**config.mk**
```make
export PLATFORM = sky130hd
export DESIGN_NAME = draw_point_fb_writer
export DESIGN_NICKNAME = d
export VERILOG_FILES = /design/src/rtl/draw_point_fb_writer_pkg.sv /design/src/rtl/draw_point_fb_writer_sync_fifo.sv /design/src/rtl/draw_point_fb_writer.sv
export SDC_FILE = /design/constraint.sdc
export NUM_CORES = 1
export LEC_CHECK = 0
export CAP_MARGIN = 5
export CORE_AREA = 3 3 117 119
export CTS_CLUSTER_SIZE = 30
export DETAILED_ROUTE_END_ITERATION = 8
export DIE_AREA = 0 0 120 122
export GPL_ROUTABILITY_DRIVEN = 0
export MAX_ROUTING_LAYER = met4
export PLACE_DENSITY = 0.75
export SLEW_MARGIN = 40
export SYNTH_ARGS = -nofsm -noshare
export SYNTH_HDL_FRONTEND = slang
export SYNTH_HIERARCHICAL = 1
export SYNTH_SLANG_ARGS = --single-unit
```
**constraint.sdc**
```tcl
create_clock -name ul1Clock -period 2.45 [get_ports ul1Clock]
set_input_delay 0.245 -clock ul1Clock [delete_from_list [all_inputs] [get_ports ul1Clock]]
set_output_delay 0.245 -clock ul1Clock [all_outputs]
set_load 0.01 [all_outputs]
```
**src/rtl/draw_point_fb_writer_pkg.sv**
```systemverilog
// Shared constants and entry type for the draw-point
// frame-buffer writer.
package pkg_DrawPoint;

  localparam int H_RES_DEF      = 320;
  localparam int V_RES_DEF      = 240;
  localparam int FIFO_DEPTH_DEF = 4;
  localparam int FB_ADDR_W      = 17;

  typedef struct packed {
    logic [FB_ADDR_W-1:0] addr;
    logic [11:0]          rgb;
  } tDrawPointEntry;

  // Points per frame buffer; the address space must cover it.
  function automatic int fb_size(
    input int h,
    input int v
  );
    return h * v;
  endfunction

endpackage

```
**src/rtl/draw_point_fb_writer_sync_fifo.sv**
```systemverilog
// Plain synchronous FIFO with push/pop/count.
// Any drop policy belongs to the instantiating block.
module sync_fifo #(
  parameter int WIDTH = 8,
  parameter int DEPTH = 4
) (
  input  logic                       clk,
  input  logic                       rst_n,
  input  logic                       push,
  input  logic                       pop,
  input  logic [WIDTH-1:0]           wr_data,
  output logic [WIDTH-1:0]           rd_data,
  output logic [$clog2(DEPTH):0]     count,
  output logic                       empty,
  output logic                       full
);

  localparam int PW = $clog2(DEPTH);
  localparam int CW = PW + 1;

  logic [WIDTH-1:0] mem [DEPTH];
  logic [PW-1:0]    wr_ptr;
  logic [PW-1:0]    rd_ptr;

  assign rd_data = mem[rd_ptr];
  assign empty   = (count == '0);
  assign full    = (count == CW'(DEPTH));

  always_ff @(posedge clk) begin
    if (push) begin
      mem[wr_ptr] <= wr_data;
    end
  end

  // Pointers wrap naturally since DEPTH is a power of two.
  always_ff @(posedge clk) begin
    if (!rst_n) begin
      wr_ptr <= '0;
      rd_ptr <= '0;
      count  <= '0;
    end else begin
      if (push) begin
        wr_ptr <= wr_ptr + 1'b1;
      end
      if (pop) begin
        rd_ptr <= rd_ptr + 1'b1;
      end
      unique case ({push, pop})
        2'b10:   count <= count + 1'b1;
        2'b01:   count <= count - 1'b1;
        default: count <= count;
      endcase
    end
  end

endmodule

```
**src/rtl/draw_point_fb_writer.sv**
```systemverilog
// Draw-point responder: clip, address, buffer and drain
// single-pixel updates into the frame-buffer write port.
module draw_point_fb_writer
  import pkg_DrawPoint::*;
#(
  parameter int H_RES      = H_RES_DEF,
  parameter int V_RES      = V_RES_DEF,
  parameter int FIFO_DEPTH = FIFO_DEPTH_DEF,
  parameter int ADDR_W     = FB_ADDR_W
) (
  input  logic              ul1Clock,
  input  logic              ul1Reset_n,
  input  logic              ul1Update,
  input  logic [8:0]        ul9PosX,
  input  logic [8:0]        ul9PosY,
  input  logic [11:0]       ul12Rgb12Data,
  output logic              ul1FbReq,
  output logic [ADDR_W-1:0] ulFbAddr,
  output logic [11:0]       ul12FbData,
  input  logic              ul1FbGnt,
  input  logic              ul1ClearFlags,
  output logic              ul1Overflow,
  output logic              ul1ClipErr,
  output logic              ul1Busy
);

  localparam int CW = $clog2(FIFO_DEPTH) + 1;
  localparam int EW = ADDR_W + 12;

  logic              in_range;
  logic [ADDR_W-1:0] pt_addr;
  logic              push_try;
  logic              push;
  logic              pop;
  logic              drop;
  logic              clip_evt;
  logic              write_done;
  logic              load_en;
  logic [EW-1:0]     head;
  logic [CW-1:0]     count;
  logic              empty;
  logic              full;

  assign in_range = (int'(ul9PosX) < H_RES)
                 && (int'(ul9PosY) < V_RES);

  // Constant multiply; synthesis folds it to shifts and adds.
  assign pt_addr = ADDR_W'(ul9PosY) * ADDR_W'(H_RES)
                 + ADDR_W'(ul9PosX);

  assign write_done = ul1FbReq & ul1FbGnt;
  assign load_en    = ~ul1FbReq | write_done;
  assign pop        = load_en & ~empty;

  assign push_try = ul1Update & in_range;
  assign clip_evt = ul1Update & ~in_range;
  // A full FIFO still takes a point if it drains this cycle.
  assign push     = push_try & (~full | pop);
  assign drop     = push_try & ~push;

  sync_fifo #(
    .WIDTH (EW),
    .DEPTH (FIFO_DEPTH)
  ) u_fifo (
    .clk     (ul1Clock),
    .rst_n   (ul1Reset_n),
    .push    (push),
    .pop     (pop),
    .wr_data ({pt_addr, ul12Rgb12Data}),
    .rd_data (head),
    .count   (count),
    .empty   (empty),
    .full    (full)
  );

  always_ff @(posedge ul1Clock) begin
    if (!ul1Reset_n) begin
      ul1FbReq   <= 1'b0;
      ulFbAddr   <= '0;
      ul12FbData <= '0;
    end else if (load_en) begin
      ul1FbReq <= ~empty;
      if (!empty) begin
        ulFbAddr   <= head[EW-1:12];
        ul12FbData <= head[11:0];
      end
    end
  end

  // Set wins over a simultaneous clear.
  always_ff @(posedge ul1Clock) begin
    if (!ul1Reset_n) begin
      ul1Overflow <= 1'b0;
      ul1ClipErr  <= 1'b0;
    end else begin
      ul1Overflow <= drop
                  | (ul1Overflow & ~ul1ClearFlags);
      ul1ClipErr  <= clip_evt
                  | (ul1ClipErr & ~ul1ClearFlags);
    end
  end

  assign ul1Busy = (count != '0) | ul1FbReq;

endmodule

```
==> impl_metrics.py <==
metrics = {
    "place": {
        "dp_worst_setup_slack_ns": -0.6231,
        "place.detailed.instances": 681,
        "port_buffers": 67,
        "placed_area_um2": 7651,
        "hpwlAfterDp_um": 7855,
    },
    "sta": {
        "fmaxAchievable_mhz": 420.2,
        "final_critical_path_setup_slack_ns": 0.07030,
        "tns_ns": 0,
        "setup_viol_count_final": 0,
        "max_slew.worst_pin.slew_ns": 0.5966,
        "clock_skew_ns": 0.009569,
        "hold_viol_final": 0,
        "holdWs_ns": 0.4499,
        "timing.final.max_slew_violations": 0,
        "layout_min_cycle_time_ns": 2.380,
        "max_slew_margin_pct": 60.17,
        "post-route-period-util_pct": 97.13,
    },
    "worst_setup_path": {
        "critical_path_end": "u_fifo/mem[0][28]",
        "crit_start": "ul9PosY[0]",
        "start_kind": "primary input",
        "path_max_fanout": 4,
        "criticalPathCategory": "primary input to flop",
        "reg2reg_from": "u_fifo/count[2]",
        "reg2regPathDepth": 10,
        "worst_ep_required_time_ns": 2.60,
        "reg2reg_setup_slack_ns": 0.22,
        "cp_data_arrival_time_ns": 2.53,
        "timing.critical_path.to_type": "flop",
        "timing.rr.end": "u_fifo/count[2]",
    },
    "clock_tree": {
        "clk_pin_slew_ns": 0.06,
        "cts_tree": "yes",
        "post_cts_hold_buffer_count": 0,
        "cts_inserted_buffers": 17,
        "root_cell_of_the_clock_tree": "clkbuf_16",
        "sinks_on_clock_net": 157,
        "clock_tree.buffer_depth": 2,
        "insertion_delay_ns": 0.42,
        "htreeDepth": 4,
    },
    "pwr": {
        "total_leakage_power_nw": 2.971,
        "net-switching-power_mw": 2.445,
        "share_of_total_power_in_combinational_logic_pct": 28.3,
        "ir_drop_mv": 0.6281,
        "cellPowerDensity_nw_per_um2": 1035,
        "total_power_consumption_mw": 8.720,
        "clock_power_share_pct": 32.6,
        "p_int_mw": 6.274,
        "power.share.switching_pct": 28.04,
        "p_seq_share_pct": 39.1,
    },
    "yosys": {
        "yosys_warnings": 6,
        "syn-instance-count": 414,
        "synth_fp_nets": 474,
        "postSynthAreaPerCell_um2": 15.65,
        "ys_ff_latch": 157,
        "syn-cell-area_um2": 6477,
        "yosys_most_used_dff": "edfxtp_1",
        "ys_seq_area_share_pct": 66.45,
        "synth_enable_flop_cells": 116,
        "commonest_cells_in_the_netlist": "116 x edfxtp_1, 65 x nand2_1, 41 x dfxtp_1",
        "synthTopCellsByArea": "edfxtp_1 54%, dfxtp_1 13%, mux4_2 9.7%",
        "post-synth-top-area-cell": "edfxtp_1",
        "yosys.area.top_type_share_pct": 53.78,
        "post-synth-top-count-cell": "edfxtp_1",
        "yosysUniqueCellTypes": 45,
        "postSynth.asyncResetShare_pct": 0,
    },
    "finish": {
        "antenna_cells_inserted": 0,
        "layout.cell_area.non_filler_um2": 8424,
        "area_growth_pct": 30.06,
        "layout.cells.non_filler": 714,
        "sequential_cell_area_in_the_final_layout_um2": 4305,
        "layout.filler_cells": 885,
        "finalCoreUtilization_pct": 66.49,
        "post_route_cells_drive_above_1_share_pct": 23.80,
        "multiInputGateArea_um2": 2148,
        "final_net_count": 589,
    },
    "floorplan": {
        "die-area_um2": 14640,
        "boundaryPins": 68,
        "design.core.area_um2": 12670,
        "die_width_um": 120,
        "floorplan.initialDensity_pct": 51.12,
        "dieHeight_um": 122,
        "num_rows": 41,
    },
    "global_route": {
        "via_count_of_the_first_global_routing_pass": 3994,
        "globalRouteOverflowTotal": 0,
        "wire_length_of_the_first_global_routing_pass_um": 20130,
        "grt_start_max_net_pins": 41,
        "number_of_antenna_violations_at_the_first_check_in_global_routing": 1,
        "track_usage_pct": 18.80,
    },
    "routing": {
        "totalWireLength_um": 12420,
        "routedWlPerCell_um": 17.39,
        "detail_route.vias_per_cell": 5.251,
        "drt_iter0_markers": 262,
        "detailedRoute.firstPassIterationCount": 6,
        "drt_drc": 0,
        "routed-via-count": 3749,
        "count_of_antenna_violating_nets_left_after_detailed_routing": 0,
    },
    "status": {
        "outcome": "complete, no violations",
    },
    "worst_hold_path": {
        "worst_hold_path_type": "flop to flop",
    },
    "flow_run": {
        "max_cap_violations": 0,
    },
}
==> how the worst min path moves through the flow <==
stage                                 from                end  cells past startpoint
final                       ul12FbData[11]     ul12FbData[11]                      2
after global routing      ul12Rgb12Data[1]   u_fifo/mem[0][1]                      1
after CTS                       ul9PosX[4]  u_fifo/mem[2][16]                      1
after detailed placement    ul12FbData[11]     ul12FbData[11]                      2
after global placement       ul12FbData[6]      ul12FbData[6]                      2
after floorplan           ul12Rgb12Data[0]   u_fifo/mem[0][0]                      0
==> cells by family after synthesis <==
family,count (synthesis),share of synthesized area [%]
flops,157,66.45
simple gates,104,7.572
compound gates,50,5.466
mux,31,10.45
buf+inv,28,2.086
fa+ha+maj,25,5.177
xor+xnor,19,2.801
==> power by group through the flow <==
stage	clock network, mW	registers, mW	logic, mW
floorplan	0	3.47	1.35
detailed placement	0	3.46	2.40
finish	2.85	3.41	2.47
global placement	0	3.44	2.33
CTS	2.88	3.41	2.45
global route	2.99	3.45	2.71
==> state kept, by name, summed over array words and instances, names as in the netlist, named ones only <==
register	cells
u_fifo/mem	116
ulFbAddr	17
ul12FbData	12
u_fifo/count	3
u_fifo/rd_ptr	2
u_fifo/wr_ptr	2
ul1ClipErr	1
ul1FbReq	1
ul1Overflow	1
==> critical path, stage by stage <==
cell	delay [ns]
clkdlybuf4s50_1	0.44
ha_2	0.21
ha_4	0.16
fa_2	0.35
a211oi_2	0.29
o21bai_1	0.11
a21oi_2	0.19
xor2_2	0.28
nor3b_4	0.08
xnor2_2	0.15
==> layout by cell type, fill, tap and decap left out, types with 8 or more instances in the layout <==
cell and n:
clkdlybuf4s50_1 64, a21boi_1 9, dfxtp_1 40, clkbuf_16 17
ha_1 16, mux4_2 28, buf_4 40, a21boi_0 23
xnor2_1 8, edfxtp_1 116, nand2_1 64, and2_1 11
inv_1 13
==> layer usage <==
metal	vias up	track usage (%)	part of all wire, %
li1	1765	-	-
met1	1889	20.93	39
met2	78	32.91	54
met3	17	4.318	5.1
met4	0	7.588	1.6
met5	-	-	0
==> layout make-up <==
cell class                 instances  share of cell area [%]
multi-input combinational        229                   25.50
clock buffer                      18                   5.213
timing repair buffer             111                   12.52
tap                              172                   2.555
inverter                          13                  0.5792
clock inverter                    14                   2.525
sequential                       157                   51.11
==> what timing repair did <==
action | in CTS | in global routing
setup endpoints to repair | 12 | 13
gates cloned | 0 | 0
setup buffers | 0 | 1
pin swaps | 4 | 7
resized for setup | 4 | 19
Power figures use the tool's default switching activity.
